### src/rtl/program_loader.sv
// Byte-stream loader for the 32-word CPU program memory; holds the CPU in reset while loading.
// Optional trailing checksum verification enabled by defining PROGRAM_LOADER_CHECKSUM_EN.
module program_loader #(
  parameter int ADDR_W = 5,
  parameter int DATA_W = 8,
  parameter int DEPTH  = 32
) (
  input  logic              clk,
  input  logic              rst,
  input  logic              start,
  input  logic              in_valid,
  input  logic [DATA_W-1:0] in_data,
  output logic              in_ready,
  output logic              mem_write_en,
  output logic [ADDR_W-1:0] mem_address,
  output logic [DATA_W-1:0] mem_data,
  output logic              cpu_rst,
  output logic              busy,
  output logic              done,
  output logic              error
);
  localparam int LEN_W = ADDR_W + 1;
  localparam logic [DATA_W-1:0] DEPTH_B = DATA_W'(DEPTH);
  localparam logic [LEN_W-1:0]  DEPTH_L = LEN_W'(DEPTH);

`ifdef PROGRAM_LOADER_CHECKSUM_EN
  typedef enum logic [2:0] {S_IDLE, S_HDR, S_DATA, S_CSUM, S_DONE, S_ERR} state_t;
`else
  typedef enum logic [2:0] {S_IDLE, S_HDR, S_DATA, S_DONE, S_ERR} state_t;
`endif

  typedef struct packed {
    logic              en;
    logic [ADDR_W-1:0] addr;
    logic [DATA_W-1:0] data;
  } wr_t;

  state_t           state_q, state_d;
  logic [LEN_W-1:0] cnt_q, cnt_d;
  logic [LEN_W-1:0] len_q, len_d;
  wr_t              wr_q, wr_d;
  logic             hs;
`ifdef PROGRAM_LOADER_CHECKSUM_EN
  logic [DATA_W-1:0] sum_q, sum_d;
`endif

  assign hs = in_valid & in_ready;

  always_comb begin
    state_d = state_q;
    cnt_d   = cnt_q;
    len_d   = len_q;
    wr_d    = '{en: 1'b0, addr: wr_q.addr, data: wr_q.data};
`ifdef PROGRAM_LOADER_CHECKSUM_EN
    sum_d   = sum_q;
`endif
    case (state_q)
      S_IDLE, S_ERR: begin
        if (start) begin
          state_d = S_HDR;
          cnt_d   = '0;
`ifdef PROGRAM_LOADER_CHECKSUM_EN
          sum_d   = '0;
`endif
        end
      end
      S_HDR: begin
        if (hs) begin
          if (in_data > DEPTH_B) begin
            state_d = S_ERR;
          end else begin
            // header 0 encodes a full-memory image
            len_d   = (in_data == '0) ? DEPTH_L : in_data[LEN_W-1:0];
            state_d = S_DATA;
          end
        end
      end
      S_DATA: begin
        if (hs) begin
          wr_d  = '{en: 1'b1, addr: cnt_q[ADDR_W-1:0], data: in_data};
          cnt_d = cnt_q + LEN_W'(1);
`ifdef PROGRAM_LOADER_CHECKSUM_EN
          sum_d = sum_q + in_data;
          if (cnt_d == len_q) state_d = S_CSUM;
`else
          if (cnt_d == len_q) state_d = S_DONE;
`endif
        end
      end
`ifdef PROGRAM_LOADER_CHECKSUM_EN
      S_CSUM: begin
        if (hs) state_d = (in_data == sum_q) ? S_DONE : S_ERR;
      end
`endif
      S_DONE:  state_d = S_IDLE;
      default: state_d = S_IDLE;
    endcase
  end

  always_ff @(posedge clk or posedge rst) begin
    if (rst) begin
      state_q <= S_IDLE;
      cnt_q   <= '0;
      len_q   <= '0;
      wr_q    <= '0;
`ifdef PROGRAM_LOADER_CHECKSUM_EN
      sum_q   <= '0;
`endif
    end else begin
      state_q <= state_d;
      cnt_q   <= cnt_d;
      len_q   <= len_d;
      wr_q    <= wr_d;
`ifdef PROGRAM_LOADER_CHECKSUM_EN
      sum_q   <= sum_d;
`endif
    end
  end

`ifdef PROGRAM_LOADER_CHECKSUM_EN
  assign in_ready = (state_q == S_HDR) || (state_q == S_DATA) || (state_q == S_CSUM);
`else
  assign in_ready = (state_q == S_HDR) || (state_q == S_DATA);
`endif
  assign busy         = in_ready || (state_q == S_DONE);
  // rst feeds cpu_rst directly so the CPU is held even before the state register settles
  assign cpu_rst      = rst || (state_q != S_IDLE);
  assign done         = (state_q == S_DONE);
  assign error        = (state_q == S_ERR);
  assign mem_write_en = wr_q.en;
  assign mem_address  = wr_q.addr;
  assign mem_data     = wr_q.data;
endmodule

### config.mk
export PLATFORM = sky130hd
export DESIGN_NAME = program_loader
export DESIGN_NICKNAME = d
export VERILOG_FILES = /design/src/rtl/program_loader.sv
export SDC_FILE = /design/constraint.sdc
export NUM_CORES = 1
export LEC_CHECK = 0
export BUFFER_PORTS_ARGS = -buffer_cell sky130_fd_sc_hd__buf_2
export CAP_MARGIN = 20
export CORE_MARGIN = 10
export CORE_UTILIZATION = 40
export DETAILED_ROUTE_END_ITERATION = 8
export PLACE_DENSITY = 0.69
export SYNTH_ARGS = -nofsm -noshare
export SYNTH_HDL_FRONTEND = slang
export SYNTH_SLANG_ARGS = --single-unit
export TNS_END_PERCENT = 10
### constraint.sdc
create_clock -name clk -period 2.05 [get_ports clk]
set_input_delay 0.205 -clock clk [delete_from_list [all_inputs] [get_ports clk]]
set_output_delay 0.205 -clock clk [all_outputs]
set_load 0.01 [all_outputs]
==> impl_results.md, run 1 <==
- Top_reg_cell synth: dfrtp_1
- Worst Hold Depth: 3
- Initial Util: 0.418
- Rows: 21
- Setup Skew: 7.83 ps
- Overall routing resource usage: 0.109
- Detailed Place HPWL: 2530 microns
- R2R Path End: len_q[1]
- Worst slack, placed: 287 ps
- Syn nets: 164
- Critical path, cell by cell: nand2b_1 > nand3b_1 > nand2b_1 > mux2_4
- Grt total ovfl: 0
- Setup_tns: 0 ps
- First-pass GRT wire length: 5500 microns
- Crit path kind: register to register
- Simple-gate portion of the synthesized area: 0.230
- Most frequent cells in the layout: 44 x nand2_1, 30 x buf_2, 29 x dfrtp_1
- Number of gates resized after CTS: 0
- Mapped Cells: 151
- Status: finished, final reports clean
- Dominant cells by area after synthesis: dfrtp_1 51%, nand2_1 12%, mux2_4 5.3%
- Fin cells: 229
- Netlist cell types: 33
- Max Buffers Root-to-Sink: 2
- CTS root buf: clkbuf_4
- Minimum clock period: 1720 ps
- Number of H-tree levels: 2
- Largest net degree at the start of global routing: 30
- DRT iter0 DRCs: 108
- Die Y: 79.5 microns
- Crit path depth: 4
- Max-cap viol count: 0
- Slowest cell on crit path: dfrtp_1
- CTS Hold Buffers Added: 1
- Yosys Warn Count: 0
- Hold EP: mem_data[6]
- Placed inst area: 1600 sq um
- Inserted Clock Buffers: 5
- Pwr dens: 1110 nW/um^2
- Post-synthesis mux area share: 0.0530
- Vias in the first global route: 1,156
- CP arrival: 1930 ps
- Post-synth EDFFs: 0
- Post-synthesis compound-gate area fraction: 0.0945
- Sequential area share after synthesis: 0.512
- DR vias/cell: 5.02
- Area leader, netlist: dfrtp_1
- Antenna violations before repair: 0
- Final worst slack: 333 ps
- Measured slew at the worst slew-check pin: 474 ps
- Top delay family on crit path: simple AND/OR/NAND/NOR gates
- CTS tree: built
- Core area: 3390 sq um
- Slew HR: 0.684
- Die area: 6320 sq um
- Mean Syn Cell Area: 9.38 sq um
- ANT nets after route: 0
- N_diodes: 0
- Startpoint types: register
- Adder-cell share of the synthesized area: 0.00883
- Worst Reg2Reg Path Length in Cells: 4
- Largest family of logic cells by synthesized area: simple AND/OR/NAND/NOR gates
- Synth top area share: 0.512
- Post-CTS Repair Setup Buffers: 0
- Reg-to-reg startpoint: state_q[2]
- WL per Instance: 14.4 microns
- # setup viols final: 0
- Final #Nets: 196
- Hold Path Origin: in_data[6]
- Worst hold path class: input port to register
- Maximum VDD drop: 0.000528 V
- Synthesized flop and latch total: 29
- Vias: 1,149
- Static Leak: 0.889 nW
- Die W: 79.5 microns
- WP buf/inv: 0
- XOR/XNOR share of the synthesized area: 0.0557
- Top Ports: 31
- Reg clk slew, reported paths: 90 ps
- Worst path most repeated cell: nand2b_1
- Mapped Area: 1420 sq um
- DRC viols: 0
- Design area: 1670 sq um
- RSZ-0062 raised after global routing: no
- Final Cycle Share: 0.837
- Commonest non-fill, non-tap cell in the layout: nand2_1
- Share of cells above drive strength 1: 0.246
- CP required: 2270 ps
- Asr flop ratio synth: 1.00
- R2R Setup Slk: 330 ps
- Clock sink total: 29
- Worst-path fanout max: 9
- Inst Count DP: 221
- Drt first pass iters: 4
- Fmax: 582 MHz
- Hold Vio Cnt, Final: 0
- RePlAce Congestion: 0.827
- Layout area overhead: 17.6%
- Final WL: 3310 microns
- Port-buffer cells: 30
- Crit. End Element: register
- Worst-Skew Late Latency: 330 ps
- Largest stage delay on the critical path: 460 ps
- Max-slew violations: 0
-- worst register-to-register path, stage by stage, from the launching register on --
cell and delay, ps:
dfrtp_1 460, nand2b_1 220, nand3b_1 230, nand2b_1 330, mux2_4 360
-- registers in the layout (all words and copies together), names as in the netlist --
signal	count
cnt_q	6
len_q	6
mem_address	5
mem_data	8
mem_write_en	1
state_q	3
-- through the flow --
| stage | power, mW | utilization | hold WS (ps) |
|---|---|---|---|
| 3_3_place_gp | 1.48 | 0.472 | 297 |
| 6_report | 1.84 | 0.491 | 85.5 |
| 2_1_floorplan | 1.28 | - | 283 |
| 4_1_cts | 1.87 | 0.491 | 74.0 |
| 3_5_place_dp | 1.51 | 0.472 | 314 |
| 5_1_grt | 1.98 | 0.491 | 79.6 |
-- synthesized netlist by cell type (2+ instances only) --
| cell | n |
|---|---|
| nand2_1 | 44 |
| dfrtp_1 | 29 |
| nor2_1 | 8 |
| o21ai_0 | 7 |
| inv_1 | 5 |
| mux2_4 | 5 |
| nand2b_1 | 5 |
| xnor2_1 | 5 |
| a21oi_1 | 4 |
| buf_2 | 4 |
| clkbuf_1 | 4 |
| nand3_1 | 4 |
| xor2_1 | 4 |
| and2_1 | 2 |
| nor3_1 | 2 |
| o31ai_1 | 2 |
-- worst max path at each step --
| stage | start | end | slack, ps |
|---|---|---|---|
| global route | state_q[2] | len_q[1] | 260 |
| floorplan | state_q[2] | len_q[0] | 540 |
| global placement | in_data[4] | len_q[4] | 330 |
| CTS | state_q[2] | len_q[1] | 350 |
| finish | state_q[2] | len_q[1] | 330 |
| detailed placement | in_data[4] | len_q[2] | 290 |
-- layer usage --
layer | GRT usage | up-vias | wire (microns)
li1 | - | 563 | -
met1 | 0.130 | 528 | 1460
met2 | 0.165 | 52 | 1490
met3 | 0.0574 | 6 | 304
met4 | 0.0376 | 0 | 47
met5 | 0 | - | 0
-- kinds of logic after synthesis --
family                   after synthesis
flip-flops                            29
AND/OR/NAND/NOR                       72
adder cells (fa/ha/maj)                1
buffers and inverters                 14
multiplexers                           5
AO/OA/AOI/OAI                         21
XOR/XNOR                               9
-- report_power, final --
part / total, mW / internal (mW) / switching, mW
registers: 0.860 / 0.727 / 0.133
clock network: 0.352 / 0.162 / 0.190
logic: 0.630 / 0.313 / 0.317
total: 1.84 / 1.20 / 0.640
-- cell type report --
| type | instances | area (sq um) |
|---|---|---|
| Timing Repair Buffer | 34 | 183 |
| Multi-Input combinational cell | 108 | 626 |
| Inverter | 5 | 18.8 |
| Sequential cell | 29 | 726 |
| Clock buffer | 7 | 55.1 |
| Fill cell | 319 | 1720 |
| Tap cell | 46 | 57.6 |
(Power assumes the default switching activity.)
==> inputs of run 2 (changes only) <==
--- a/config.mk
+++ b/config.mk
@@ -10,7 +10,7 @@
 export CORE_MARGIN = 10
 export CORE_UTILIZATION = 40
 export DETAILED_ROUTE_END_ITERATION = 8
-export PLACE_DENSITY = 0.69
+export PLACE_DENSITY = 0.71
 export SYNTH_ARGS = -nofsm -noshare
 export SYNTH_HDL_FRONTEND = slang
 export SYNTH_SLANG_ARGS = --single-unit
==> constraint.sdc (replaced) <==
create_clock -name clk -period 1.52 [get_ports clk]
set_input_delay 0.152 -clock clk [delete_from_list [all_inputs] [get_ports clk]]
set_output_delay 0.152 -clock clk [all_outputs]
set_load 0.01 [all_outputs]
==> run 2 against run 1 <==
Critical path depth grew 1. Sequential share of layout area shrank 4.5 points. Clock skew shrank 3.0 ps. Critical path type is now register to output port.
==> impl_results.md, run 2 (synthesized netlist as in run 1, its figures left out) <==
- DRC viols: 0
- Max Buffers Root-to-Sink: 2
- WHS: 35.2 ps
- Post-CTS Repair Setup Buffers: 0
- Die W: 79.5 microns
- ANT nets after route: 0
- Antenna violations before repair: 0
- Crit path depth: 5
- Startpoint types: register
- WP buf/inv: 3
- Drt first pass iters: 4
- Port-buffer cells: 30
- Flip-flop count of the largest register after layout: 8
- Top Ports: 31
- Measured slew at the worst slew-check pin: 359 ps
- Worst Reg2Reg Path Length in Cells: 7
- Multi-input logic area: 662 sq um
- RSZ-0062 raised after global routing: yes
- CP arrival: 1360 ps
- Hold Vio Cnt, Final: 0
- Rows: 21
- Final #Nets: 211
- Maximum VDD drop: 0.000597 V
- Reg clk slew, reported paths: 90 ps
- Max-cap viol count: 0
- Overall routing resource usage: 0.118
- Worst hold path class: input port to register
- Max-slew violations: 0
- CTS root buf: clkbuf_4
- Initial Util: 0.418
- WL per Instance: 15.3 microns
- Post-layout util: 0.549
- Most frequent cells in the layout: 44 x nand2_1, 30 x buf_2, 29 x dfrtp_1
- Number of H-tree levels: 2
- Vias: 1,213
- Largest net degree at the start of global routing: 30
- Pwr dens: 1540 nW/um^2
- FILL cells: 316
- Final WL: 3740 microns
- Final Cycle Share: 0.995
- Minimum clock period: 1510 ps
- CP required: 1370 ps
- Critical path, cell by cell: buf_4 > nor2_4 > buf_6 > and2_1 > buf_2
- Inserted Clock Buffers: 5
- Worst-path fanout max: 6
- Setup Skew: 4.86 ps
- Die Y: 79.5 microns
- Core area: 3390 sq um
- Worst-Skew Late Latency: 320 ps
- First-pass GRT wire length: 5930 microns
- Static Leak: 0.989 nW
- Slowest cell on crit path: dfrtp_1
- Clock sink total: 29
- Setup_tns: 0 ps
- # setup viols final: 0
- Grt total ovfl: 0
- Crit path kind: register to output port
- Status: finished, final reports clean
- Slew HR: 0.761
- Power, Total: 2.85 mW
- RePlAce Congestion: 0.775
- Commonest non-fill, non-tap cell in the layout: nand2_1
- Die area: 6320 sq um
- Largest stage delay on the critical path: 400 ps
- Fmax: 661 MHz
- Share of cells above drive strength 1: 0.337
- Register Area: 726 sq um
- Layout area overhead: 31.3%
- DR vias/cell: 4.95
- Detailed Place HPWL: 2680 microns
- Top delay family on crit path: buffers and inverters
- Crit. End Element: output port
- CTS tree: built
- Worst Hold Depth: 3
- DRT iter0 DRCs: 111
- N_diodes: 0
- Vias in the first global route: 1,276
run 2: final timing paths:
| check | slack [ps] | end | startpoint |
|---|---|---|---|
| max in group asynchronous | 810 | len_q[0] | rst |
| max reg2reg | 100 | cnt_q[3] | state_q[0] |
| max | 8 | error | state_q[0] |
| min reg2reg | 470 | mem_address[0] | mem_address[0] |
| min | 40 | mem_data[7] | in_data[7] |
| min in group asynchronous | 450 | cnt_q[3] | rst |
run 2: cell type report:
type / count / area share
Sequential cell: 29 / 0.390
Tap cell: 46 / 0.0310
Clock inverter: 1 / 0.0162
Clock buffer: 7 / 0.0296
Inverter: 5 / 0.0101
Timing Repair Buffer: 49 / 0.167
Multi-Input combinational cell: 108 / 0.356
run 2: stage by stage:
step           instances  instance area (sq um)  setup slack (ps)
6_report             245                   1860              7.69
5_1_grt              245                   1860             -72.0
4_1_cts              245                   1810             -4.14
3_5_place_dp         236                   1710              -193
3_3_place_gp         236                   1710              -111
2_1_floorplan        151                   1420              14.4
run 2: repair_timing:
action | CTS | global route
setup endpoints to repair | 7 | 15
hold buffers | 1 | 0
resized for setup | 2 | 10
endpoints found under the hold margin | 29 | 0
run 2: where the power goes:
group	switching [mW]	internal, mW	total, mW	leakage, nW
sequential	0.145	0.980	1.13	0.384
clock	0.262	0.393	0.655	0.0455
combinational	0.539	0.535	1.07	0.559
run 2: worst register-to-register path, delay by kind of cell, from the launching register on:
family | cells | cell delay (ps)
flops | 1 | 400
compound gates | 2 | 120
simple gates | 2 | 360
buf+inv | 3 | 450
run 2: routing by layer:
| layer | up-vias | GRT usage | share of wire |
|---|---|---|---|
| li1 | 595 | - | - |
| met1 | 587 | 0.141 | 0.43 |
| met2 | 27 | 0.189 | 0.50 |
| met3 | 4 | 0.0507 | 0.062 |
| met4 | 0 | 0.0323 | 0.0091 |
| met5 | - | 0 | 0 |
==> inputs of run 3 (changes only) <==
--- a/config.mk
+++ b/config.mk
@@ -10,7 +10,7 @@
 export CORE_MARGIN = 10
 export CORE_UTILIZATION = 40
 export DETAILED_ROUTE_END_ITERATION = 8
-export PLACE_DENSITY = 0.71
+export PLACE_DENSITY = 0.7
 export SYNTH_ARGS = -nofsm -noshare
 export SYNTH_HDL_FRONTEND = slang
 export SYNTH_SLANG_ARGS = --single-unit
==> run 3 against run 2 <==
Worst setup slack gained 32 ps. Design area down 3.0%. Largest cell class unchanged. Sequential cell count did not move. Non-clock buffer count down 1. Highest routed layer unchanged.
==> impl_results.md, run 3 (synthesized netlist as in run 1, its figures left out) <==
- Maximum VDD drop: 0.000696 V
- # setup viols final: 0
- Inserted Clock Buffers: 5
- Port-buffer cells: 30
- CP required: 1370 ps
- Setup Skew: 9.23 ps
- Antenna violations before repair: 0
- Met1 Wirelength: 1570 microns
- Share of cells above drive strength 1: 0.321
- Largest stage delay on the critical path: 390 ps
- Slowest cell on crit path: dfrtp_1
- Design area: 1800 sq um
- DRT iter0 DRCs: 52
- CTS root buf: clkbuf_4
- Die area: 6320 sq um
- Grt total ovfl: 0
- Crit path kind: register to output port
- RSZ-0062 raised after global routing: yes
- Drt first pass iters: 4
- Die Y: 79.5 microns
- Status: finished, final reports clean
- DR vias/cell: 4.92
- ANT nets after route: 0
- Metal2 WL: 1630 microns
- Top layer in use: met4
- CTS tree: built
- Worst Hold Depth: 3
- Crit. End Element: output port
- Vias in the first global route: 1,225
- Hold Vio Cnt, Final: 0
- Slew HR: 0.759
- Max-cap viol count: 0
- Layout area overhead: 27.4%
- Power, Total: 2.58 mW
- Reg clk slew, reported paths: 80 ps
- Most frequent cells in the layout: 44 x nand2_1, 30 x buf_2, 29 x dfrtp_1
- Startpoint types: register
- Largest net degree at the start of global routing: 30
- Worst Reg2Reg Path Length in Cells: 5
- Commonest non-fill, non-tap cell in the layout: nand2_1
- Final #Nets: 210
- Fmax: 676 MHz
- Routed wl met3: 221 microns
- Worst hold path class: input port to register
- Static Leak: 0.967 nW
- Die W: 79.5 microns
- Final Cycle Share: 0.974
- Placed inst area: 1710 sq um
- Final worst slack: 39.7 ps
- Detailed Place HPWL: 2640 microns
- Max-slew violations: 0
- Flip-flop count of the largest register after layout: 8
- Initial Util: 0.418
- Worst-Skew Late Latency: 330 ps
- First-pass GRT wire length: 5820 microns
- Final WL: 3470 microns
- Max Buffers Root-to-Sink: 2
- Worst slack, placed: -173 ps
- Clock sink total: 29
- Measured slew at the worst slew-check pin: 361 ps
- CP arrival: 1330 ps
- Top Ports: 31
- Critical path, cell by cell: buf_6 > nor2_4 > buf_6 > and2_1 > buf_2
- Rows: 21
- Worst-path fanout max: 6
- WL per Instance: 14.3 microns
- N_diodes: 0
- Overall routing resource usage: 0.118
- Core area: 3390 sq um
- Pwr dens: 1430 nW/um^2
- Minimum clock period: 1480 ps
- DRC viols: 0
- Worst path most repeated cell: buf_6
- Number of H-tree levels: 2
- RePlAce Congestion: 0.806
- Vias: 1,191
==> run 3: cell count changes in the layout (fill, tap and decap cells not counted), sizes merged <==
cell and delta:
clkinv +1, buf -1, bufinv -1, clkbuf -2
==> run 3: final timing paths <==
path | startpoint | to | slack (ps)
max in group asynchronous | rst | state_q[2] | 810
hold reg to reg | mem_data[5] | mem_data[5] | 470
setup / recovery | state_q[0] | error | 40
hold / removal | in_data[6] | mem_data[6] | 30
min in group asynchronous | rst | cnt_q[5] | 430
setup reg to reg | cnt_q[0] | state_q[0] | 90
==> run 3: report_power, final <==
part / internal, mW / switching, mW
clock: 0.160 / 0.249
combinational: 0.542 / 0.515
sequential: 0.980 / 0.136
==> run 3: worst max-delay path, delay by kind of cell, from the launching register on <==
| family | cells | cell delay [ps] |
|---|---|---|
| flops | 1 | 390 |
| buf+inv | 3 | 380 |
| simple gates | 2 | 240 |
==> run 3: metal layers <==
| metal | track usage | vias up |
|---|---|---|
| met5 | 0 | - |
| met2 | 0.180 | 33 |
| met3 | 0.0529 | 7 |
| li1 | - | 592 |
| met1 | 0.142 | 559 |
| met4 | 0.0430 | 0 |
==> run 3: final cells by class <==
cell class                      instances  area, sq um
Fill cell                             315         1590
Inverter                                5         18.8
Timing Repair Buffer                   48          303
Clock inverter                          1         5.00
Clock buffer                            5         37.5
Sequential cell                        29          726
Multi-Input combinational cell        108          657
Tap cell                               46         57.6
==> run 3: what timing repair did <==
action | in CTS | in global routing
hold buffers | 1 | 0
hold endpoints to repair | 29 | 0
setup endpoints to repair | 6 | 16
resized for setup | 2 | 8
gates cloned | 0 | 0
pin swaps | 0 | 1
setup buffers | 0 | 0
==> run 3: metrics by stage <==
| step | utilization | hold slack [ps] | instances | setup TNS, ps |
|---|---|---|---|---|
| finish | 0.532 | 28.9 | 242 | 0 |
| global route | 0.532 | 50.3 | 242 | -55.1 |
| CTS | 0.520 | 21.1 | 242 | 0 |
| detailed placement | 0.503 | 250 | 235 | -844 |
| global placement | 0.503 | 245 | 235 | -537 |
| floorplan | - | 230 | 151 | 0 |
